`src/rtl/uart_frame_gen.sv`:
```
// uart_frame_gen -- parametrised UART frame generator.
//
// Bytes are queued in a small FIFO through a valid/ready push port and sent
// on serial_tx as UART frames: one start bit, DATA_BITS data bits (LSB first),
// an optional parity bit, STOP_BITS stop bits and GAP_BITS idle bit periods.
// Every bit lasts BAUD_DIV system clocks.
//
// Optional feature: define UART_FRAME_GEN_REPEAT_EN to enable repeat_mode.
// Each popped word is then written back at the FIFO tail, so the queued
// sequence replays for as long as enable stays high.
//
// Ports:
//   clock        system clock, all logic on the rising edge
//   reset        asynchronous, active-low reset
//   enable       permits new frames to start
//   wr_valid     push request
//   wr_data      frame payload (DATA_BITS wide)
//   wr_ready     FIFO can accept; a push happens on wr_valid & wr_ready
//   repeat_mode  recirculate FIFO contents (ignored unless the macro is set)
//   serial_tx    UART line, idle high
//   busy         high in every state except IDLE
//   frame_done   one-cycle pulse on the final clock of the last stop bit
//   fifo_count   number of FIFO entries held
module uart_frame_gen #(
   parameter int BAUD_DIV  = 16,
   parameter int DATA_BITS = 8,
   parameter int PARITY    = 0,
   parameter int STOP_BITS = 1,
   parameter int GAP_BITS  = 1,
   parameter int FIFO_LOG2 = 2
) (
   input  logic                 clock,
   input  logic                 reset,
   input  logic                 enable,
   input  logic                 wr_valid,
   input  logic [DATA_BITS-1:0] wr_data,
   output logic                 wr_ready,
   input  logic                 repeat_mode,
   output logic                 serial_tx,
   output logic                 busy,
   output logic                 frame_done,
   output logic [FIFO_LOG2:0]   fifo_count
);

   localparam int DEPTH = 1 << FIFO_LOG2;
   localparam int CNT_W = $clog2(BAUD_DIV);

   localparam logic [2:0] S_IDLE   = 3'd0;
   localparam logic [2:0] S_START  = 3'd1;
   localparam logic [2:0] S_DATA   = 3'd2;
   localparam logic [2:0] S_PARITY = 3'd3;
   localparam logic [2:0] S_STOP   = 3'd4;
   localparam logic [2:0] S_GAP    = 3'd5;

   logic [2:0]           state;
   logic [CNT_W-1:0]     baud_cnt;
   logic [3:0]           bit_cnt;
   logic [DATA_BITS-1:0] shreg;
   logic                 par_bit;
   logic [DATA_BITS-1:0] mem [DEPTH];
   logic [FIFO_LOG2-1:0] wr_ptr;
   logic [FIFO_LOG2-1:0] rd_ptr;
   logic                 push;
   logic                 pop;
   logic                 recirc;
   logic                 baud_end;
   logic                 fifo_full;

   assign fifo_full = (fifo_count == (FIFO_LOG2+1)'(DEPTH));
   assign baud_end  = (baud_cnt == CNT_W'(BAUD_DIV - 1));
   assign pop       = (state == S_IDLE) && enable && (fifo_count != '0);

`ifdef UART_FRAME_GEN_REPEAT_EN
   // Recirculation reuses the tail write port, so external pushes are
   // blocked while repeat_mode is high.
   assign recirc   = pop && repeat_mode;
   assign wr_ready = !fifo_full && !repeat_mode;
`else
   logic unused_repeat;
   assign unused_repeat = repeat_mode;
   assign recirc        = 1'b0;
   assign wr_ready      = !fifo_full;
`endif

   assign push       = wr_valid && wr_ready;
   assign busy       = (state != S_IDLE);
   assign frame_done = (state == S_STOP) && (bit_cnt == 4'(STOP_BITS - 1)) && baud_end;

   // FIFO pointers and occupancy
   always_ff @(posedge clock or negedge reset) begin
      if (!reset) begin
         wr_ptr     <= '0;
         rd_ptr     <= '0;
         fifo_count <= '0;
      end else begin
         if (push || recirc)
            wr_ptr <= wr_ptr + 1'b1;
         if (pop)
            rd_ptr <= rd_ptr + 1'b1;
         // A recirculating pop writes the word back, so the count holds.
         if (push && !pop)
            fifo_count <= fifo_count + 1'b1;
         else if (pop && !push && !recirc)
            fifo_count <= fifo_count - 1'b1;
      end
   end

   // FIFO storage and frame payload (data only, no reset)
   always_ff @(posedge clock) begin
      if (push)
         mem[wr_ptr] <= wr_data;
      else if (recirc)
         mem[wr_ptr] <= mem[rd_ptr];
      if (pop) begin
         shreg   <= mem[rd_ptr];
         par_bit <= (PARITY == 2) ? ~(^mem[rd_ptr]) : ^mem[rd_ptr];
      end else if (baud_end && ((state == S_START) || (state == S_DATA))) begin
         // serial_tx takes shreg[0] at this edge; expose the next bit.
         shreg <= shreg >> 1;
      end
   end

   // Frame sequencer; serial_tx is registered so the line is glitch-free.
   always_ff @(posedge clock or negedge reset) begin
      if (!reset) begin
         state     <= S_IDLE;
         baud_cnt  <= '0;
         bit_cnt   <= '0;
         serial_tx <= 1'b1;
      end else if (state == S_IDLE) begin
         baud_cnt <= '0;
         bit_cnt  <= '0;
         if (pop) begin
            state     <= S_START;
            serial_tx <= 1'b0;
         end
      end else begin
         baud_cnt <= baud_end ? '0 : baud_cnt + 1'b1;
         if (baud_end) begin
            case (state)
               S_START: begin
                  state     <= S_DATA;
                  bit_cnt   <= '0;
                  serial_tx <= shreg[0];
               end
               S_DATA: begin
                  if (bit_cnt == 4'(DATA_BITS - 1)) begin
                     bit_cnt <= '0;
                     if (PARITY != 0) begin
                        state     <= S_PARITY;
                        serial_tx <= par_bit;
                     end else begin
                        state     <= S_STOP;
                        serial_tx <= 1'b1;
                     end
                  end else begin
                     bit_cnt   <= bit_cnt + 1'b1;
                     serial_tx <= shreg[0];
                  end
               end
               S_PARITY: begin
                  state     <= S_STOP;
                  bit_cnt   <= '0;
                  serial_tx <= 1'b1;
               end
               S_STOP: begin
                  serial_tx <= 1'b1;
                  if (bit_cnt == 4'(STOP_BITS - 1)) begin
                     bit_cnt <= '0;
                     state   <= (GAP_BITS > 0) ? S_GAP : S_IDLE;
                  end else begin
                     bit_cnt <= bit_cnt + 1'b1;
                  end
               end
               S_GAP: begin
                  serial_tx <= 1'b1;
                  if (bit_cnt == 4'(GAP_BITS - 1)) begin
                     bit_cnt <= '0;
                     state   <= S_IDLE;
                  end else begin
                     bit_cnt <= bit_cnt + 1'b1;
                  end
               end
               default: begin
                  state     <= S_IDLE;
                  serial_tx <= 1'b1;
               end
            endcase
         end
      end
   end

endmodule

```
`config.mk`:
```
export PLATFORM = sky130hd
export DESIGN_NAME = uart_frame_gen
export DESIGN_NICKNAME = d
export VERILOG_FILES = /design/src/rtl/uart_frame_gen.sv
export SDC_FILE = /design/constraint.sdc
export NUM_CORES = 1
export LEC_CHECK = 0
export BUFFER_PORTS_ARGS = -buffer_cell sky130_fd_sc_hd__buf_2
export CAP_MARGIN = 20
export CORE_MARGIN = 3
export CORE_UTILIZATION = 40
export CTS_BUF_LIST = sky130_fd_sc_hd__clkbuf_16
export DETAILED_ROUTE_END_ITERATION = 12
export SYNTH_ARGS = -nofsm -noshare
export SYNTH_HDL_FRONTEND = slang
export SYNTH_SLANG_ARGS = --single-unit
```
`constraint.sdc`:
```
create_clock -name clock -period 2.36 [get_ports clock]
set_input_delay 0 -clock clock [delete_from_list [all_inputs] [get_ports clock]]
set_output_delay 0 -clock clock [all_outputs]
set_load 0.05 [all_outputs]
```
==> results.sh, run 1 <==
export IMPL_total_power_mw=3.01
export IMPL_report_final_slew_viol_count=0
export IMPL_synth_cell_types=43
export IMPL_hold_class="input port to asynchronous set/reset pin"
export IMPL_wire_per_inst_um=14.8
export IMPL_clockBufferDepth=2
export IMPL_via_per_inst=5.13
export IMPL_seq_area_frac_synth=0.636
export IMPL_stdcell_area_um2=3210
export IMPL_netlist_instances=189
export IMPL_num_rows=28
export IMPL_layout_drive_gt1_share=0.268
export IMPL_path_clk_slew_ps=60
export IMPL_top_usage_layer="met2"
export IMPL_finalClockSkew_ps=6.76
export IMPL_synth_area_top_cells="edfxtp_1 46%, dfrtp_1 17%, mux4_2 6.8%"
export IMPL_final_setup_viol_count=0
export IMPL_ys_warn_count=0
export IMPL_dp_hpwl_um=3060
export IMPL_syn_avg_cell_area_um2=14.0
export IMPL_cp_depth=9
export IMPL_grtUsageMet2=0.219
export IMPL_worstMarginPinSlew_ps=478
export IMPL_ys_async_sr_fraction=0.322
export IMPL_numClockSinks=59
export IMPL_syn_area_um2=2640
export IMPL_worstPathMaxFanout=5
export IMPL_endpoint="fifo_count[2]"
export IMPL_drcViolationCount=0
export IMPL_reg2reg_slack_ps=270
export IMPL_grt_max_degree=20
export IMPL_grtUsageMet3=0.0445
export IMPL_htreeDepth=3
export IMPL_path_buf_inv=2
export IMPL_min_period_ps=2090
export IMPL_slowest_delay_ps=450
export IMPL_final_cell_mix="40 x edfxtp_1, 26 x nand2_1, 18 x buf_2"
export IMPL_portBuffers=18
export IMPL_nets=248
export IMPL_postLayoutCoreUtil=0.521
export IMPL_die_area_um2=7610
export IMPL_ioPinCount=20
export IMPL_required_ps=2600
export IMPL_clk_latency_ps=320
export IMPL_area_delta_synth_final_pct=21.8
export IMPL_end_kind="flip-flop"
export IMPL_yosys_area_top_type="edfxtp_1"
export IMPL_cp_common_cell="xor2_1"
export IMPL_antenna_found_initial=0
export IMPL_rsz0062_at_grt="no"
export IMPL_ys_ff_latch=59
export IMPL_criticalPathCategory="flip-flop to flip-flop"
export IMPL_place_congestion=0.755
export IMPL_clock_fmax_mhz=479
export IMPL_placed_area_um2=2850
export IMPL_n_antenna_cell=0
export IMPL_wl_um=4510
export IMPL_cellLeakagePower_nw=1.26
export IMPL_overflow=0
export IMPL_ir_drop_mv=0.598
export IMPL_met1_usage=0.189
export IMPL_cp_startpoint="fifo_count[0]"
export IMPL_fp_dieH_um=87.2
export IMPL_dr_pass1_iters=4
export IMPL_clockRootBuffer="clkbuf_16"
export IMPL_max_cap_violations=0
export IMPL_yosysTopAreaCellShare=0.455
export IMPL_initial_core_util=0.428
export IMPL_hold_violations=0
export IMPL_crit_path_cell_trace="o31a_1 > and2_1 > inv_2 > ha_4 > inv_1 > fa_1 > xor2_1 > nor2_1 > xor2_1"
export IMPL_cp_top_family="adder cells"
export IMPL_worstPathArrival_ps=2330
export IMPL_synth_nets=211
export IMPL_timing_final_crit_share=0.885
export IMPL_critPathSlowestCell="dfrtp_2"
export IMPL_grt_pass1_vias=1683
export IMPL_whs_ps=158
export IMPL_reg2reg_to="fifo_count[2]"
export IMPL_cts_resized_gates=0
export IMPL_r2r_start="fifo_count[0]"
export IMPL_first_iter_violations=50
export IMPL_status="finished clean"
export IMPL_synth_edf_count=40
export IMPL_startpoint_type="flip-flop"
export IMPL_core_area_um2=6170
export IMPL_tns_ps=0
export IMPL_grt_pass1_wl_um=8220
export IMPL_cts_inserted_buffers=9
export IMPL_grt_usage=0.143
export IMPL_cts_tree="yes"
export IMPL_vias=1570
export IMPL_final_common_cell="edfxtp_1"
export IMPL_relSlewSlack=0.682
export IMPL_power_density_nw_per_um2=936
export IMPL_die_w_um=87.2
export IMPL_yosys_most_used_dff="edfxtp_1"
export IMPL_antenna_left=0
export IMPL_r2r_cells=9
[worst reg2reg max path, delay by kind of cell, from the launching register on]
kind	cells	cell delay, ps
and+or+nand+nor	2	320
xor gates and xnor gates	2	310
DFF	1	450
adders and majority gates	2	490
AOI/OAI and AO/OA	1	320
buffers and inverters	2	120
[layout make-up]
cell class | count | area (um2)
inverter | 8 | 30.0
tap | 75 | 93.8
clock inverter | 7 | 52.6
multi-input combinational | 114 | 897
sequential | 59 | 1680
clock buffer | 9 | 225
timing repair buffer | 34 | 233
fill | 525 | 2950
[power by group]
| group | total (mW) | internal [mW] | switching, mW |
|---|---|---|---|
| combinational | 0.473 | 0.171 | 0.302 |
| clock | 1.17 | 0.715 | 0.459 |
| sequential | 1.36 | 1.28 | 0.0786 |
[worst min-delay path by stage]
stage | cells after the start | from | slack [ps] | endpoint
5_1_grt | 3 | enable | 200 | shreg[7]
6_report | 2 | reset | 160 | bit_cnt[1]
3_3_place_gp | 1 | reset | -30 | bit_cnt[1]
3_5_place_dp | 1 | reset | -20 | bit_cnt[0]
2_1_floorplan | 0 | reset | -300 | baud_cnt[0]
4_1_cts | 2 | reset | 170 | bit_cnt[0]
[flip-flops by register name, indices dropped and copies added (netlist names), 2 cells and up]
signal and cells:
mem 32, shreg 8, baud_cnt 4, bit_cnt 4
fifo_count 3, state 3, rd_ptr 2, wr_ptr 2
[through the flow]
step	instances	setup WS (ps)
after floorplan	189	25.9
after global placement	281	329
after detailed placement	281	277
after CTS	306	254
after global routing	306	178
final	306	271
[Yosys cell counts, drive strengths merged (4+ instances only)]
master / number
edfxtp: 40
xnor2: 5
o22ai: 5
dfrtp: 18
nor2: 6
nor2b: 4
nand2: 27
ha: 8
inv: 8
buf: 5
nor3: 5
and3: 7
mux4: 8
o21ai: 4
a21oi: 7
[metal layers]
layer  wire (um)  up-vias
met3         221        6
met1        2080      754
met5           0        -
li1            -      770
met4          53        0
met2        2160       40
[what timing repair did]
item	CTS	global route
hold buffers	9	0
hold endpoints to repair	51	0
buffers inserted	0	0
[cell families after synthesis]
group                      count (synthesis)  synth area share
xor gates and xnor gates                   7            0.0261
adders and majority gates                  9            0.0455
DFF                                       59             0.636
AOI/OAI and AO/OA                         28            0.0716
muxes                                     10            0.0768
buffers and inverters                     16            0.0299
and+or+nand+nor                           60             0.114
Power figures use the tool's default switching activity.
==> inputs of run 2 (changes only) <==
--- a/config.mk
+++ b/config.mk
@@ -9,7 +9,6 @@
 export CAP_MARGIN = 20
 export CORE_MARGIN = 3
 export CORE_UTILIZATION = 40
-export CTS_BUF_LIST = sky130_fd_sc_hd__clkbuf_16
 export DETAILED_ROUTE_END_ITERATION = 12
 export SYNTH_ARGS = -nofsm -noshare
 export SYNTH_HDL_FRONTEND = slang
==> run 2 against run 1 <==
Register-to-register slack got worse by 30 ps. Sequential share of layout area rose by 1.7 points. Power fell by 12%. Clock skew rose by 0.86 ps. Die area did not move. Flip-flop and latch count did not move. Count of clock-buffer cells in the layout did not move. Sequential power barely moved. Via count fell by 0.32%. Combinational power barely moved. Routed wire length fell by 0.42%. Largest cell class unchanged. Highest routed layer unchanged.
==> results.sh, run 2 (synthesized netlist as in run 1, its figures left out) <==
export IMPL_grtUsageMet3=0.0558
export IMPL_end_kind="flip-flop"
export IMPL_vias=1565
export IMPL_reg_largest_list="mem x32, shreg x8"
export IMPL_die_w_um=87.2
export IMPL_nFillCells=542
export IMPL_final_setup_viol_count=0
export IMPL_hold_violations=0
export IMPL_worstPathMaxFanout=4
export IMPL_max_cap_violations=0
export IMPL_clock_fmax_mhz=472
export IMPL_power_density_nw_per_um2=847
export IMPL_dr_pass1_iters=4
export IMPL_nets=248
export IMPL_place_congestion=0.755
export IMPL_ioPinCount=20
export IMPL_worstMarginPinSlew_ps=473
export IMPL_cellLeakagePower_nw=1.21
export IMPL_criticalPathCategory="flip-flop to flip-flop"
export IMPL_regArea_um2=1680
export IMPL_grt_pass1_wl_um=8190
export IMPL_fin_cells=306
export IMPL_via_per_inst=5.11
export IMPL_wl_um=4500
export IMPL_clockBufferDepth=2
export IMPL_timing_final_crit_share=0.898
export IMPL_grt_usage=0.143
export IMPL_grt_pass1_vias=1662
export IMPL_clk_latency_ps=330
export IMPL_p_int_mw=1.84
export IMPL_p_seq_frac=0.516
export IMPL_top_usage_layer="met2"
export IMPL_clockRootBuffer="clkbuf_8"
export IMPL_wire_per_inst_um=14.7
export IMPL_top_register="mem"
export IMPL_largest_reg_flops=32
export IMPL_cts_resized_gates=0
export IMPL_fp_dieH_um=87.2
export IMPL_dp_cells=281
export IMPL_report_final_slew_viol_count=0
export IMPL_stdcell_area_um2=3110
export IMPL_antenna_left=0
export IMPL_ir_drop_mv=0.719
export IMPL_cts_tree="yes"
export IMPL_portBuffers=18
export IMPL_total_power_mw=2.63
export IMPL_power_frac_clock=0.304
export IMPL_worstPathArrival_ps=2370
export IMPL_placed_area_um2=2850
export IMPL_hold_class="input port to asynchronous set/reset pin"
export IMPL_startpoint_type="flip-flop"
export IMPL_swShare=0.302
export IMPL_cts_hold_buf=9
export IMPL_met1_usage=0.187
export IMPL_die_area_um2=7610
export IMPL_num_rows=28
export IMPL_path_clk_slew_ps=70
export IMPL_htreeDepth=3
export IMPL_first_iter_violations=51
export IMPL_rsz0062_at_grt="no"
export IMPL_drcViolationCount=0
export IMPL_tns_ps=0
export IMPL_initial_core_util=0.428
export IMPL_cts_inserted_buffers=9
export IMPL_area_delta_synth_final_pct=17.9
export IMPL_final_cell_mix="40 x edfxtp_1, 26 x nand2_1, 18 x buf_2"
export IMPL_antenna_found_initial=0
export IMPL_numClockSinks=59
export IMPL_dp_hpwl_um=3060
export IMPL_status="finished clean"
export IMPL_n_antenna_cell=0
export IMPL_finalClockSkew_ps=7.62
export IMPL_layout_drive_gt1_share=0.268
export IMPL_required_ps=2610
export IMPL_post_cts_buffers=0
export IMPL_grt_max_degree=20
export IMPL_final_common_cell="edfxtp_1"
export IMPL_p_comb_frac=0.180
export IMPL_overflow=0
export IMPL_grtUsageMet2=0.218
export IMPL_power_switching_mw=0.797
export IMPL_multi_input_area_um2=897
export IMPL_postLayoutCoreUtil=0.505
export IMPL_core_area_um2=6170
export IMPL_relSlewSlack=0.684
export IMPL_min_period_ps=2120
==> run 2: per-stage QoR <==
stage,hold WS (ps),worst slack (ps)
6_report,141,240
2_1_floorplan,-296,25.9
3_5_place_dp,-23.0,277
3_3_place_gp,-25.8,329
4_1_cts,144,213
5_1_grt,170,119
==> run 2: cell type report <==
cell class / instances / area share
multi-input combinational: 114 / 0.288
clock inverter: 7 / 0.0169
inverter: 8 / 0.00965
sequential: 59 / 0.540
tap: 75 / 0.0302
timing repair buffer: 34 / 0.0748
clock buffer: 9 / 0.0398
==> run 2: routing by layer <==
metal,wire length [um],vias up
li1,-,767
met1,2090,758
met2,2150,31
met3,186,9
met4,74,0
met5,0,-
==> run 2: power groups by stage <==
stage                     combinational [mW]  sequential (mW)  clock [mW]
after floorplan                        0.262             1.46           0
after global placement                 0.466             1.38           0
after detailed placement               0.472             1.38           0
after CTS                              0.487             1.36       0.821
after global routing                   0.537             1.38       0.884
final                                  0.475             1.36       0.800
==> run 2: worst paths after layout <==
kind / startpoint / endpoint / slack (ps) / cells after the start
worst min register to register: baud_cnt[0] / baud_cnt[0] / 500 / 1
worst max register to register: fifo_count[2] / fifo_count[2] / 240 / 9
max in group asynchronous: reset / serial_tx / 1870 / 2
min in group clock: enable / shreg[7] / 170 / 3
worst max-delay path: fifo_count[2] / fifo_count[2] / 240 / 9
worst min-delay path: reset / bit_cnt[1] / 140 / 2
==> run 2: worst max-delay path, cell delays in order (launching register included) <==
cell	delay, ps
dfrtp_2	440
o31a_1	330
and2_1	190
inv_2	80
ha_4	130
inv_1	40
fa_1	360
xor2_1	150
nor2_1	140
xor2_1	180
==> inputs of run 3 (changes only) <==
--- a/config.mk
+++ b/config.mk
@@ -10,6 +10,7 @@
 export CORE_MARGIN = 3
 export CORE_UTILIZATION = 40
 export DETAILED_ROUTE_END_ITERATION = 12
+export REMOVE_ABC_BUFFERS = 1
 export SYNTH_ARGS = -nofsm -noshare
 export SYNTH_HDL_FRONTEND = slang
 export SYNTH_SLANG_ARGS = --single-unit
==> run 3 against run 2 <==
Register-to-register slack about the same. Clock power up 35%. Sequential share of layout area down 0.76 points. Via count grew 2.5%. Core utilization increased by 0.61 points. Final cell count is the same. Clock skew is 2.5 ps higher. Power rose by 10%. Setup slack better by 4.5 ps. Critical path depth unchanged. Sequential power barely moved.
==> results.sh, run 3 (synthesized netlist as in run 1, its figures left out) <==
export IMPL_status="finished clean"
export IMPL_first_iter_violations=166
export IMPL_grt_usage=0.138
export IMPL_clockBufferDepth=2
export IMPL_antenna_found_initial=0
export IMPL_total_power_mw=2.90
export IMPL_cellLeakagePower_nw=1.23
export IMPL_wire_per_inst_um=15.0
export IMPL_clk_latency_ps=330
export IMPL_hold_class="input port to flip-flop"
export IMPL_timing_final_crit_share=0.897
export IMPL_top_register="mem"
export IMPL_report_final_slew_viol_count=0
export IMPL_area_delta_synth_final_pct=19.3
export IMPL_grt_max_degree=20
export IMPL_dp_cells=281
export IMPL_worstPathArrival_ps=2370
export IMPL_hold_violations=0
export IMPL_fp_dieH_um=87.2
export IMPL_dp_hpwl_um=3040
export IMPL_startpoint_type="flip-flop"
export IMPL_criticalPathCategory="flip-flop to flip-flop"
export IMPL_crit_path_cell_trace="o31a_1 > and2_1 > inv_2 > ha_1 > inv_1 > fa_1 > xor2_1 > nor2_1 > xor2_1"
export IMPL_core_area_um2=6170
export IMPL_initial_core_util=0.428
export IMPL_n_antenna_cell=0
export IMPL_via_per_inst=5.24
export IMPL_grt_pass1_wl_um=7870
export IMPL_critPathSlowestCell="dfrtp_1"
export IMPL_clock_fmax_mhz=473
export IMPL_vias=1604
export IMPL_drcViolationCount=0
export IMPL_htreeDepth=3
export IMPL_max_cap_violations=0
export IMPL_ir_drop_mv=0.737
export IMPL_finalClockSkew_ps=10.1
export IMPL_end_kind="flip-flop"
export IMPL_grt_pass1_vias=1605
export IMPL_nFillCells=536
export IMPL_clockRootBuffer="clkbuf_8"
export IMPL_worstMarginPinSlew_ps=441
export IMPL_die_area_um2=7610
export IMPL_reg_largest_list="mem x32, shreg x8"
export IMPL_num_rows=28
export IMPL_layout_drive_gt1_share=0.234
export IMPL_final_setup_viol_count=0
export IMPL_cp_common_cell="xor2_1"
export IMPL_regArea_um2=1680
export IMPL_numClockSinks=59
export IMPL_path_clk_slew_ps=60
export IMPL_min_period_ps=2120
export IMPL_worstPathMaxFanout=5
export IMPL_power_density_nw_per_um2=920
export IMPL_multi_input_area_um2=882
export IMPL_cts_inserted_buffers=9
export IMPL_overflow=0
export IMPL_final_cell_mix="40 x edfxtp_1, 27 x nand2_1, 18 x dfrtp_1, 18 x buf_2"
export IMPL_portBuffers=18
export IMPL_die_w_um=87.2
export IMPL_slowest_delay_ps=440
export IMPL_fin_cells=306
export IMPL_required_ps=2610
export IMPL_postLayoutCoreUtil=0.511
export IMPL_whs_ps=141
export IMPL_antenna_left=0
export IMPL_rsz0062_at_grt="no"
export IMPL_cts_tree="yes"
export IMPL_ioPinCount=20
export IMPL_dr_pass1_iters=4
export IMPL_relSlewSlack=0.706
export IMPL_final_common_cell="edfxtp_1"
export IMPL_place_congestion=0.746
export IMPL_cts_resized_gates=0
export IMPL_wl_um=4590
export IMPL_largest_reg_flops=32
export IMPL_nets=248
[run 3: through the flow]
stage | setup WS (ps) | area [um2] | setup TNS, ps
2_1_floorplan | -196 | 2590 | -375
3_3_place_gp | 283 | 2830 | 0
3_5_place_dp | 248 | 2830 | 0
4_1_cts | 229 | 3150 | 0
5_1_grt | 34.8 | 3150 | 0
6_report | 244 | 3150 | 0
[run 3: final timing paths]
path | startpoint | to | slack, ps | depth (start not counted)
setup / recovery | fifo_count[1] | fifo_count[2] | 240 | 9
hold / removal | wr_valid | wr_ptr[0] | 140 | 3
setup reg to reg | fifo_count[1] | fifo_count[2] | 240 | 9
hold reg to reg | baud_cnt[0] | baud_cnt[0] | 500 | 1
max in group asynchronous | reset | serial_tx | 1870 | 2
min in group asynchronous | reset | bit_cnt[2] | 160 | 2
[run 3: metal layers]
metal	up-vias	part of all wire	GRT usage
met3	7	0.038	0.0312
li1	769	-	-
met2	27	0.47	0.202
met5	-	0	0
met1	801	0.48	0.188
met4	0	0.016	0.0795
[run 3: power breakdown]
part | internal [mW] | total [mW] | switching (mW)
Sequential | 1.28 | 1.35 | 0.0793
Combinational | 0.163 | 0.466 | 0.303
Clock | 0.699 | 1.08 | 0.379
Total | 2.14 | 2.90 | 0.761
[run 3: cell type report]
type / instances / area share
Timing Repair Buffer: 34 / 0.0739
Sequential cell: 59 / 0.533
Clock buffer: 11 / 0.0417
Inverter: 8 / 0.00954
Multi-Input combinational cell: 114 / 0.280
Tap cell: 75 / 0.0298
Clock inverter: 5 / 0.0322
[run 3: timing repair]
action,CTS,global route
setup buffers,0,0
endpoints found under the hold margin,51,0
hold buffers,9,0
[run 3: worst max-delay path, delay by kind of cell, from the launching register on]
family	cells	cell delay (ps)
simple gates	2	300
flops	1	440
xor+xnor	2	300
buf+inv	2	120
fa+ha+maj	2	540
compound gates	1	360
